## config.mk

```make
export PLATFORM = sky130hd
export DESIGN_NAME = i_writeback
export DESIGN_NICKNAME = d
export VERILOG_FILES = /design/src/rtl/i_pipe_pkg.sv /design/src/rtl/i_wb_bypass.sv /design/src/rtl/i_writeback.sv
export SDC_FILE = /design/constraint.sdc
export NUM_CORES = 1
export LEC_CHECK = 0
export CAP_MARGIN = 20
export CORE_UTILIZATION = 41
export CTS_CLUSTER_DIAMETER = 80
export CTS_CLUSTER_SIZE = 16
export DETAILED_ROUTE_END_ITERATION = 10
export MAX_ROUTING_LAYER = met4
export PLACE_DENSITY = 0.76
export SYNTH_ARGS = -nofsm -noshare
export SYNTH_HDL_FRONTEND = slang
export SYNTH_SLANG_ARGS = --single-unit
```

## constraint.sdc

```tcl
create_clock -name clk -period 1.9 [get_ports clk]
set_input_delay 0.57 -clock clk [delete_from_list [all_inputs] [get_ports clk]]
set_output_delay 0.57 -clock clk [all_outputs]
set_load 0.01 [all_outputs]
```

## src/rtl/i_pipe_pkg.sv

```systemverilog
// i_pipe_pkg
//   Shared definitions for the write-back stage of the five-stage pipeline:
//   write-back control bit positions, the write-back FSM state type, the
//   hard-wired zero register index, and the write-data select helper.
//   Imported by i_writeback and i_wb_bypass.

package i_pipe_pkg;

    // Bit positions inside the 2-bit write-back control field.
    localparam int WB_REG_WRITE  = 1;
    localparam int WB_MEM_TO_REG = 0;

    // Register $0 is hard-wired to zero; writes to it must not reach the file.
    localparam logic [4:0] REG_ZERO = 5'd0;

    typedef enum logic [1:0] {
        ST_IDLE      = 2'd0,
        ST_WAIT_LOAD = 2'd1,
        ST_WRITE     = 2'd2
    } wb_state_e;

    // Final write-back mux: load data for loads, ALU result otherwise.
    function automatic logic [31:0] wb_select(
        input logic        mem_to_reg,
        input logic [31:0] load_data,
        input logic [31:0] alu_result
    );
        return mem_to_reg ? load_data : alu_result;
    endfunction

endpackage

```

## src/rtl/i_wb_bypass.sv

```systemverilog
// i_wb_bypass
//   Same-cycle write-to-read bypass between the write-back register-file
//   write port and the two decode read ports. Purely combinational.
//
//   Ports:
//     wr_en, wr_addr, wr_data  : register-file write port being driven this cycle
//     rs, rt                   : decode read addresses
//     rdata1, rdata2           : raw register-file read data
//     fwd1, fwd2               : read data with the in-flight write forwarded

import i_pipe_pkg::*;

module i_wb_bypass (
    input  logic        wr_en,
    input  logic [4:0]  wr_addr,
    input  logic [31:0] wr_data,
    input  logic [4:0]  rs,
    input  logic [4:0]  rt,
    input  logic [31:0] rdata1,
    input  logic [31:0] rdata2,
    output logic [31:0] fwd1,
    output logic [31:0] fwd2
);

    // wr_en is already suppressed for $0, so no separate zero-register check.
    logic hit1;
    logic hit2;

    assign hit1 = wr_en && (wr_addr == rs);
    assign hit2 = wr_en && (wr_addr == rt);

    assign fwd1 = hit1 ? wr_data : rdata1;
    assign fwd2 = hit2 ? wr_data : rdata2;

endmodule

```

## src/rtl/i_writeback.sv

```systemverilog
// i_writeback
//   Write-back stage: accepts one retiring instruction from the memory stage
//   over a valid/ready handshake, waits for load data when needed, then
//   drives the register-file write port for exactly one cycle.
//
//   Optional feature macro: I_WB_BYPASS_EN
//     defined   -> id_* bypass ports exist and forward the current write to
//                  the decode read ports in the same cycle
//     undefined -> no bypass ports; decode relies on a write-first file
//
//   Ports:
//     clk, rst_n                  : clock, synchronous active-low reset
//     mem_valid / wb_ready        : handshake from the memory stage
//     mem_wb_ctl                  : [1] reg_write, [0] mem_to_reg
//     mem_alu_result, mem_write_reg : ALU result and destination register
//     dmem_rvalid, dmem_rdata     : load data strobe and data
//     wb_flush                    : kill pending load / block acceptance
//     MEM_WB_rd, MEM_WB_reg_write, WB_mux5_write_data : register-file write port
//     retired_cnt                 : wrapping count of retired instructions
//     wb_err                      : sticky, load data arrived when none expected
//     id_rs, id_rt, id_rdata1, id_rdata2, id_fwd1, id_fwd2 : bypass (optional)

import i_pipe_pkg::*;

module i_writeback #(
    parameter int CNT_W = 32
) (
    input  logic             clk,
    input  logic             rst_n,
    input  logic             mem_valid,
    output logic             wb_ready,
    input  logic [1:0]       mem_wb_ctl,
    input  logic [31:0]      mem_alu_result,
    input  logic [4:0]       mem_write_reg,
    input  logic             dmem_rvalid,
    input  logic [31:0]      dmem_rdata,
    input  logic             wb_flush,
    output logic [4:0]       MEM_WB_rd,
    output logic             MEM_WB_reg_write,
    output logic [31:0]      WB_mux5_write_data,
    output logic [CNT_W-1:0] retired_cnt,
    output logic             wb_err
`ifdef I_WB_BYPASS_EN
    ,
    input  logic [4:0]       id_rs,
    input  logic [4:0]       id_rt,
    input  logic [31:0]      id_rdata1,
    input  logic [31:0]      id_rdata2,
    output logic [31:0]      id_fwd1,
    output logic [31:0]      id_fwd2
`endif
);

    wb_state_e        state_p1;
    wb_state_e        state_nxt;
    logic             accept;
    logic             load_done;

    logic [1:0]       ctl_p1;
    logic [31:0]      alu_p1;
    logic [4:0]       rd_p1;
    logic [31:0]      load_p1;
    logic [CNT_W-1:0] cnt_p1;
    logic             err_p1;

    // Ready depends on state only, so the memory stage never sees a loop
    // through its own valid.
    assign wb_ready  = (state_p1 != ST_WAIT_LOAD);
    assign accept    = mem_valid && wb_ready && !wb_flush;
    // Flush wins over a same-cycle load strobe.
    assign load_done = (state_p1 == ST_WAIT_LOAD) && dmem_rvalid && !wb_flush;

    always_comb begin
        state_nxt = state_p1;
        case (state_p1)
            ST_IDLE, ST_WRITE: begin
                if (accept) begin
                    state_nxt = mem_wb_ctl[WB_MEM_TO_REG] ? ST_WAIT_LOAD : ST_WRITE;
                end else begin
                    state_nxt = ST_IDLE;
                end
            end
            ST_WAIT_LOAD: begin
                if (wb_flush) begin
                    state_nxt = ST_IDLE;
                end else if (dmem_rvalid) begin
                    state_nxt = ST_WRITE;
                end
            end
            default: state_nxt = ST_IDLE;
        endcase
    end

    // ---- stage p1: latched instruction, load data, counters ----
    always_ff @(posedge clk) begin
        if (!rst_n) begin
            state_p1 <= ST_IDLE;
            ctl_p1   <= '0;
            alu_p1   <= '0;
            rd_p1    <= '0;
            load_p1  <= '0;
            cnt_p1   <= '0;
            err_p1   <= 1'b0;
        end else begin
            state_p1 <= state_nxt;
            if (accept) begin
                ctl_p1 <= mem_wb_ctl;
                alu_p1 <= mem_alu_result;
                rd_p1  <= mem_write_reg;
            end
            if (load_done) begin
                load_p1 <= dmem_rdata;
            end
            if (state_p1 == ST_WRITE) begin
                cnt_p1 <= cnt_p1 + CNT_W'(1);
            end
            // A strobe with no load outstanding is dropped and flagged.
            if (dmem_rvalid && (state_p1 != ST_WAIT_LOAD)) begin
                err_p1 <= 1'b1;
            end
        end
    end

    // Write port is decoded from flops and state only. $0 writes retire
    // (count and leave WRITE) but never assert the enable.
    assign MEM_WB_reg_write   = (state_p1 == ST_WRITE) && ctl_p1[WB_REG_WRITE]
                                && (rd_p1 != REG_ZERO);
    assign MEM_WB_rd          = rd_p1;
    assign WB_mux5_write_data = wb_select(ctl_p1[WB_MEM_TO_REG], load_p1, alu_p1);
    assign retired_cnt        = cnt_p1;
    assign wb_err             = err_p1;

`ifdef I_WB_BYPASS_EN
    i_wb_bypass u_bypass (
        .wr_en   (MEM_WB_reg_write),
        .wr_addr (MEM_WB_rd),
        .wr_data (WB_mux5_write_data),
        .rs      (id_rs),
        .rt      (id_rt),
        .rdata1  (id_rdata1),
        .rdata2  (id_rdata2),
        .fwd1    (id_fwd1),
        .fwd2    (id_fwd2)
    );
`endif

endmodule
```

==> metrics.md <==
| Metric | Value |
|---|---|
| Die height | `106 um` |
| Post-synthesis sequential area ratio | `47.8%` |
| CTS clk-pin slew, worst paths | `0.09 ns` |
| Fillers | `817` |
| Syn-to-layout area delta | `61.2%` |
| Clk_skew | `0.00845 ns` |
| Arrival @ worst endpoint | `1.46 ns` |
| Mapped cell area | `0.00444 mm2` |
| DR iter-0 viols | `177` |
| Drc violations | `0` |
| Power density over cell area | `604 mW/mm2` |
| Layout Cells excl Fill | `869` |
| CTS sink cnt | `106` |
| DRT Pass-1 Iters | `5` |
| GRT Overall Usage | `24.4%` |
| Placed insts | `837` |
| Largest net degree at the start of global routing | `62` |
| Worst path required time | `1.33 ns` |
| Sequential Power Share | `53.1%` |
| Final ANT Viol Nets | `0` |
| Share of Yosys cell area claimed by the top area cell type | `47.8%` |
| Hold_sp | `alu_p1[31]` |
| DP Area | `0.00646 mm2` |
| Die Area | `0.0112 mm2` |
| Failing checks | `negative setup slack` |
| Switching Share | `24.2%` |
| Num CTS Buffers | `9` |
| DPL Wire Length | `9000 um` |
| Fin. Hold Viols | `0` |
| P_leak | `2.82 nW` |
| Hold path cells | `2` |
| Max stage delay cell, worst path | `or3_1` |
| Routed length per instance | `16.0 um` |
| Synth area leader | `dfxtp_1` |
| Top-count cell post-synth | `nand2_1` |
| Worst R2R Path Depth | `7` |
| Global-route wire length before repair | `21300 um` |
| Clock network power share | `33.6%` |
| Num ports | `148` |
| Synth top cells by count | `nand2_1, dfxtp_1, a21oi_1` |
| Core area | `0.0104 mm2` |
| Routed WL | `13900 um` |
| Final setup violation count | `35` |
| EDFF count, synth | `0` |
| Power after layout | `4.32 mW` |
| Max-Cap Viols | `0` |
| Post-layout minimum cycle time | `2.03 ns` |
| Rows | `37` |
| Flop-to-flop setup slack | `-0.02 ns` |
| Global route total overflow | `0` |
| PnR worst setup slack | `-0.134 ns` |
| Vias in the first global route | `4528` |
| Hold Path Sink | `alu_p1[31]` |
| Crit start category | `flip-flop` |
| NumNets Final | `805` |
| Synth top area cells | `dfxtp_1, nand2_1, a21oi_1` |
| Synth Flop Type | `dfxtp_1` |
| DIE WIDTH | `106 um` |
| CTS tree | `done` |
| Final-report max-slew violation count | `0` |
| GPL Wtd Cong | `0.802` |
| Critical R2R Capture | `retired_cnt[22]` |
| Least-Margin Pin Slew | `0.341 ns` |
| Ys async rst share | `0%` |
| #FFs+latches synth | `106` |
| FF-to-FF Start | `state_p1[0]` |
| Fmax achieved | `492 MHz` |
| VDD IR max | `0.457 mV` |
| Final period util | `107%` |
| Clk_lat worst skew | `0.35 ns` |
| Diode count | `0` |
| Starting Density | `42.6%` |
| Cell internal pwr | `3.28 mW` |
| Post-Synthesis Cells | `536` |
| CP endpoint kind | `output port` |
| Initial antenna violation count | `0` |
| Crit-path max FO | `2` |
| Switch Pwr | `1.04 mW` |
| Crit path largest cell delay | `0.37 ns` |
| Design area | `0.00715 mm2` |
| Worst min path class | `flip-flop to flip-flop` |
| Synth unique cells | `39` |
| Status | `finished, violations left` |
| Routed vias | `4556` |
| Comb pwr share | `13.2%` |
| Maximum clock insertion buffer count | `2` |
| Port bufs | `147` |
| Layout cells sized above 1 | `28.9%` |
| Syn avg cell area | `8.28 um2` |
| RSZ-0062 raised after global routing | `yes` |
| Worst slew margin | `77.1%` |
| Post-Syn Nets | `613` |
| CP Class | `flip-flop to output port` |
| Crit-path cells | `or3_1, o311a_1, buf_6` |
| Ys Warns | `0` |
| # H-tree levels | `3` |
| Vias per inst | `5.24` |
| Root buffer cell | `clkbuf_8` |
## state kept, by name, summed over array words and instances, names as in the netlist
register	flops
wb_err	1
alu_p1	32
retired_cnt	32
MEM_WB_rd	5
load_p1	32
state_p1	2
ctl_p1	2
## worst max-delay path, delay by kind of cell, from the launching register on
family	cells	cell delay, ns
and+or+nand+nor	1	0.37
buffers and inverters	1	0.13
AOI/OAI and AO/OA	1	0.31
DFF	1	0.32
## power groups by stage
stage               sequential, mW  combinational (mW)  clock, mW
finish                        2.29               0.571       1.45
global route                  2.30               0.610       1.58
CTS                           2.30               0.578       1.48
detailed placement            2.35               0.516          0
global placement              2.34               0.511          0
floorplan                     2.34               0.185          0
## layer usage
layer	wire length (um)	global-route usage (%)	vias to the layer above
met4	151	6.85	0
met1	5560	27.8	2140
met2	7190	43.2	178
li1	-	-	2226
met5	0	-	-
met3	969	5.03	12
## layout make-up
class	instances	area, um2	area share (%)
multi-input combinational	387	2390	33.4
tap	136	170	2.38
clock inverter	6	73.8	1.03
clock buffer	10	138	1.93
timing repair buffer	218	2190	30.6
sequential	106	2160	30.3
inverter	6	23.8	0.333
## how the worst max path moves through the flow
| stage | depth (start not counted) | slack, ns | endpoint | from |
|---|---|---|---|---|
| after detailed placement | 5 | -0.16 | load_p1[31] | wb_flush |
| after floorplan | 6 | -0.02 | retired_cnt[25] | retired_cnt[21] |
| after CTS | 5 | -0.21 | WB_mux5_write_data[31] | ctl_p1[0] |
| final | 3 | -0.13 | MEM_WB_reg_write | MEM_WB_rd[4] |
| after global routing | 3 | -0.23 | MEM_WB_reg_write | MEM_WB_rd[4] |
| after global placement | 3 | -0.11 | MEM_WB_reg_write | MEM_WB_rd[4] |
## repair_timing
| action | CTS | global route |
|---|---|---|
| setup buffers | 14 | 4 |
| resized for setup | 250 | 40 |
| gates cloned | 3 | 1 |
| hold buffers | 0 | 0 |
| pin swaps | 14 | 11 |
| setup endpoints to repair | 76 | 60 |
## kinds of logic after synthesis
logic type	Yosys count	share of synthesized area, %
AOI/OAI and AO/OA	117	14.1
xor gates and xnor gates	10	1.97
DFF	106	47.8
muxes	33	8.35
adders and majority gates	1	0.282
and+or+nand+nor	225	23.5
buffers and inverters	44	3.92
## stage by stage
stage | setup TNS, ns | hold WS (ns) | util [%] | setup WS, ns
after global placement | -4.67 | 0.438 | 62.0 | -0.113
final | -2.64 | 0.460 | 68.6 | -0.134
after global routing | -4.48 | 0.480 | 68.6 | -0.227
after floorplan | -0.0204 | 0.433 | - | -0.0204
after detailed placement | -6.43 | 0.444 | 62.0 | -0.163
after CTS | -4.51 | 0.459 | 67.9 | -0.212
## placed cells by master (no fill, tap or decap), types with 2 or more instances in the layout
cell type	n
a21oi_1	87
a21oi_2	7
buf_12	9
buf_4	53
buf_6	39
buf_8	2
clkbuf_8	10
clkdlybuf4s50_1	85
clkinvlp_4	2
dfxtp_1	79
dfxtp_2	24
dfxtp_4	3
dlygate4sd2_1	24
dlymetal6s2s_1	4
inv_1	5
mux2_4	32
nand2_1	153
nand3_1	6
nand3b_1	3
nand4_1	6
nor2_1	12
nor3_1	4
nor4_1	2
o21ai_0	8
o31ai_1	11
or3_1	7
or4_1	6
or4_4	10
or4b_2	2
xnor2_1	7
xor2_1	3
Note: power is estimated with default switching activity, not from simulation.
